--- src/rtl/uart_rx_8n1.sv ---
// 8N1 UART receiver: 2-FF input synchroniser, mid-bit sampling FSM,
// valid/ready output holding register with framing and overrun flags.
module uart_rx_8n1 #(
    parameter int CLKS_PER_BIT = 87,
    parameter int CNT_W        = $clog2(CLKS_PER_BIT)
) (
    input  logic       clk,
    input  logic       rst_n,
    input  logic       rx,
    output logic [7:0] rx_data,
    output logic       rx_valid,
    input  logic       rx_ready,
    output logic       frame_err,
    output logic       overrun
);

    localparam logic [2:0] S_IDLE  = 3'd0;
    localparam logic [2:0] S_START = 3'd1;
    localparam logic [2:0] S_DATA  = 3'd2;
    localparam logic [2:0] S_STOP  = 3'd3;
    localparam logic [2:0] S_BREAK = 3'd4;

    localparam logic [CNT_W-1:0] HALF_M1 = CNT_W'(CLKS_PER_BIT / 2 - 1);
    localparam logic [CNT_W-1:0] FULL_M1 = CNT_W'(CLKS_PER_BIT - 1);

    logic             r_sync1;
    logic             r_rxs;
    logic [2:0]       r_state;
    logic [CNT_W-1:0] r_timer;
    logic [2:0]       r_idx;
    logic [7:0]       r_shift;
    logic [7:0]       r_data;
    logic             r_valid;
    logic             r_ferr;
    logic             r_ovr;

    logic w_stop_tick;
    logic w_byte_done;
    logic w_frame_bad;

    // Stop-bit sample cycle: the line level decides between delivery and framing error.
    assign w_stop_tick = (r_state == S_STOP) && (r_timer == FULL_M1);
    assign w_byte_done = w_stop_tick && r_rxs;
    assign w_frame_bad = w_stop_tick && !r_rxs;

    // Two-stage synchroniser for the asynchronous serial line; idles high.
    always_ff @(posedge clk or negedge rst_n) begin
        if (!rst_n) begin
            r_sync1 <= 1'b1;
            r_rxs   <= 1'b1;
        end else begin
            r_sync1 <= rx;
            r_rxs   <= r_sync1;
        end
    end

    // Frame FSM with bit timer; timer only runs inside a frame and never wraps past a bit.
    always_ff @(posedge clk or negedge rst_n) begin
        if (!rst_n) begin
            r_state <= S_IDLE;
            r_timer <= '0;
            r_idx   <= 3'd0;
            r_shift <= 8'h00;
        end else begin
            case (r_state)
                S_IDLE: begin
                    r_timer <= '0;
                    if (!r_rxs) begin
                        r_state <= S_START;
                    end
                end
                S_START: begin
                    if (r_timer == HALF_M1) begin
                        r_timer <= '0;
                        r_idx   <= 3'd0;
                        r_state <= r_rxs ? S_IDLE : S_DATA;
                    end else begin
                        r_timer <= r_timer + 1'b1;
                    end
                end
                S_DATA: begin
                    if (r_timer == FULL_M1) begin
                        r_timer <= '0;
                        r_shift <= {r_rxs, r_shift[7:1]};
                        r_idx   <= r_idx + 1'b1;
                        if (r_idx == 3'd7) begin
                            r_state <= S_STOP;
                        end
                    end else begin
                        r_timer <= r_timer + 1'b1;
                    end
                end
                S_STOP: begin
                    if (r_timer == FULL_M1) begin
                        r_timer <= '0;
                        r_state <= r_rxs ? S_IDLE : S_BREAK;
                    end else begin
                        r_timer <= r_timer + 1'b1;
                    end
                end
                S_BREAK: begin
                    r_timer <= '0;
                    if (r_rxs) begin
                        r_state <= S_IDLE;
                    end
                end
                default: begin
                    r_state <= S_IDLE;
                    r_timer <= '0;
                end
            endcase
        end
    end

    // Output holding register: a new byte always wins; overrun only if the old one was not taken.
    always_ff @(posedge clk or negedge rst_n) begin
        if (!rst_n) begin
            r_data  <= 8'h00;
            r_valid <= 1'b0;
            r_ferr  <= 1'b0;
            r_ovr   <= 1'b0;
        end else begin
            r_ferr <= w_frame_bad;
            r_ovr  <= w_byte_done && r_valid && !rx_ready;
            if (w_byte_done) begin
                r_data  <= r_shift;
                r_valid <= 1'b1;
            end else if (r_valid && rx_ready) begin
                r_valid <= 1'b0;
            end
        end
    end

    assign rx_data   = r_data;
    assign rx_valid  = r_valid;
    assign frame_err = r_ferr;
    assign overrun   = r_ovr;

endmodule

--- config.mk ---
export PLATFORM = sky130hd
export DESIGN_NAME = uart_rx_8n1
export DESIGN_NICKNAME = d
export VERILOG_FILES = /design/src/rtl/uart_rx_8n1.sv
export SDC_FILE = /design/constraint.sdc
export NUM_CORES = 1
export LEC_CHECK = 0
export CORE_UTILIZATION = 50
export CTS_BUF_LIST = sky130_fd_sc_hd__clkbuf_2 sky130_fd_sc_hd__clkbuf_4 sky130_fd_sc_hd__clkbuf_8
export DETAILED_ROUTE_END_ITERATION = 8
export HOLD_SLACK_MARGIN = 0.1
export PLACE_DENSITY = 0.86
export SLEW_MARGIN = 20
export SYNTH_ARGS = -nofsm -noshare
export SYNTH_HDL_FRONTEND = slang
export SYNTH_SLANG_ARGS = --single-unit
--- constraint.sdc ---
create_clock -name clk -period 1.73 [get_ports clk]
set_input_delay 0.173 -clock clk [delete_from_list [all_inputs] [get_ports clk]]
set_output_delay 0.173 -clock clk [all_outputs]
set_load 0.02 [all_outputs]
==> out/metrics.csv <==
stage,metric,value,unit
run_status,status,"finished, violations left",
run_status,violations,setup timing,
floorplan,core-area,0.00278,mm^2
placed_design,portBuffers,14,
power,vdd_drop_max,0.753,mV
logic_synthesis,synth_warnings,0,
drt,vias,1026,
cts,cts.sinks,34,
cts,cts_htree_levels,2,
timing,timing.final.ws_setup,-0.109,ns
timing,setup_violations,16,
global_routing,grt_pass1_wl,4860,um
cts,cts_buffers,5,
global_routing,grt_max_degree,35,
floorplan,die_area,0.00319,mm^2
cts,clock_latency,0.33,ns
timing,post-route-min-period,1.84,ns
drt,detail_route.first_pass.iterations,4,
floorplan,initial_core_util,53.4,%
cts,tritoncts,built,
cells_and_area,final_cell_mix,"dfrtp_1 (32), clkdlybuf4s50_1 (14), buf_4 (13)",
cells_and_area,areaGrowthSynthToFinish,29.6,%
drt,drt_wl_total,2860,um
cts,hold_buffers,0,
critical_path,crit_path_start_kind,register,
power,p_total,1.40,mW
critical_path,endpoint_kind,register,
global_routing,grt_pass1_vias,1043,
floorplan,die_y,56.5,um
critical_path,rr_worst_depth,6,
cells_and_area,final_common_cell,dfrtp_1,
logic_synthesis,yosys_most_used_dff,dfrtp_1,
logic_synthesis,ys_top_cells_by_area,"dfrtp_1 (54%), mux2_2 (8.3%), mux2_4 (6.1%)",
floorplan,io_pins,15,
floorplan,fp-row-count,19,
timing,rsz0062_at_grt,yes,
critical_path,worst_path_max_delay_cell,dfrtp_1,
critical_path,slowest_delay,0.41,ns
placed_design,gp_congestion,0.902,
logic_synthesis,synthCells,113,
logic_synthesis,synth_top_cell_by_area,dfrtp_1,
drt,drtAntennaViolNets,0,
global_routing,grt_usage,20.3,%
floorplan,dieWidth,56.5,um
cts,clockBufferDepth,2,
cells_and_area,utilization,69.1,%
placed_design,dp_hpwl,1890,um
worst_hold_path,holdCritPathClass,in -> async,
timing,hold_viol,0,
timing,final_max_slew_viol_count,0,
job,max-cap-violations,0,
timing,tns,-1.21,ns
critical_path,critPathMaxFanout,6,
drt,drc,0,
cells_and_area,diodes,0,
drt,vias_per_cell,5.70,
cts,clk_pin_slew,0.10,ns
logic_synthesis,ys_seq_area_share,57.5,%
global_routing,grt-ovfl-total,0,
power,power-per-cell-area,729,mW/mm^2
critical_path,cp.required,1.95,ns
global_routing,antenna_found_initial,0,
cts,ctsRootBufferMaster,clkbuf_4,
logic_synthesis,syn_avg_cell_area,13.1,um^2
timing,timing.final.crit_share,106,%
timing,timing.fmax,544,MHz
timing,tightestPinTransition,0.418,ns
power,p_leak,0.948,nW
cells_and_area,drive_above_1_share,39.6,%
logic_synthesis,synth-seq-cells,34,
critical_path,worstSetupPathType,reg -> reg,
logic_synthesis,synth_top_area_share,54.0,%
logic_synthesis,synth_edf_count,0,
timing,clock_skew,0.00705,ns
critical_path,path_cells,"inv_1, ha_2, nand4b_4, or2_4, or3_4, mux2_4",
critical_path,critical_path_arrival,2.06,ns
logic_synthesis,synth_fp_nets,121,
timing,slew_headroom,72.1,%
logic_synthesis,async_flop_share,100,%
drt,routedWlPerCell,15.9,um
cells_and_area,fin_nets,156,
logic_synthesis,synth_area,0.00148,mm^2
logic_synthesis,ys_types,33,
drt,drtIter0Drc,22,
## report_power, final
group	total (mW)	leakage [nW]	internal, mW	switching [mW]
clock	0.454	0.0343	0.195	0.258
sequential	0.836	0.460	0.814	0.0219
combinational	0.112	0.454	0.0517	0.0607
total	1.40	0.948	1.06	0.341
## state kept, by name (all words and copies together) (netlist names), 3 cells and up
| name | flops |
|---|---|
| r_shift | 8 |
| rx_data | 8 |
| r_timer | 7 |
| r_idx | 3 |
| r_state | 3 |
## kinds of logic after synthesis
group           Yosys count  share of synthesized area, %
compound gates            9                          4.89
mux                      17                          14.4
xor+xnor                  5                          2.95
flops                    34                          57.5
buf+inv                   8                          2.53
fa+ha+maj                 4                          3.37
simple gates             36                          14.3
## Yosys cell counts, drive strengths merged (2+ instances only)
cell	count
dfrtp	32
mux2	17
nor2	11
ha	4
inv	4
nand2	4
nand3	4
clkbuf	3
nand2b	3
xnor2	3
a22o	2
and3	2
dfstp	2
nor3	2
nor4	2
or3	2
xor2	2
## per-stage QoR
step / instances / setup slack, ns / hold slack [ns] / instance area [um^2]
finish: 180 / -0.109 / 0.235 / 1920
global route: 180 / -0.182 / 0.232 / 1920
CTS: 178 / -0.106 / 0.230 / 1860
detailed placement: 169 / -0.242 / 0.352 / 1760
global placement: 169 / -0.180 / 0.348 / 1760
floorplan: 113 / -0.166 / -0.123 / 1490
## cell type report
cell class,count,area (um^2)
Clock buffer,6,51.3
Multi-Input combinational cell,71,658
Sequential cell,34,853
Tap cell,31,38.8
Fill cell,211,858
Timing Repair Buffer,32,294
Clock inverter,2,12.5
Inverter,4,15.0
## worst max-delay path: cells and delay by family (launching register included)
kind	cells	cell delay [ns]
AND/OR/NAND/NOR	3	0.74
buffers and inverters	1	0.06
adder cells (fa/ha/maj)	1	0.20
multiplexers	1	0.32
flip-flops	1	0.41
## final timing paths
path | startpoint | end | slack [ns]
max in group asynchronous | rst_n | r_sync1 | 1.16
setup / recovery | r_timer[0] | r_shift[0] | -0.11
setup reg to reg | r_timer[0] | r_shift[0] | -0.11
min in group clk | rx | r_sync1 | 0.25
hold / removal | rst_n | rx_data[3] | 0.23
hold reg to reg | r_sync1 | r_rxs | 0.36
## timing repair
item / CTS / global route
setup buffers: 0 / 2
pin swaps: 4 / 2
endpoints found under the setup margin: 21 / 29
endpoints found under the hold margin: 0 / 0
gates resized for setup: 8 / 14
cloned: 1 / 0
## metal layers
metal | GRT usage [%] | up-vias | wire, um
met5 | 0 | - | 0
met4 | 12.2 | 0 | 75
met3 | 4.38 | 7 | 103
met2 | 32.4 | 27 | 1440
met1 | 25.2 | 522 | 1240
li1 | - | 470 | -
No activity file was read; power rests on OpenSTA's default activity.
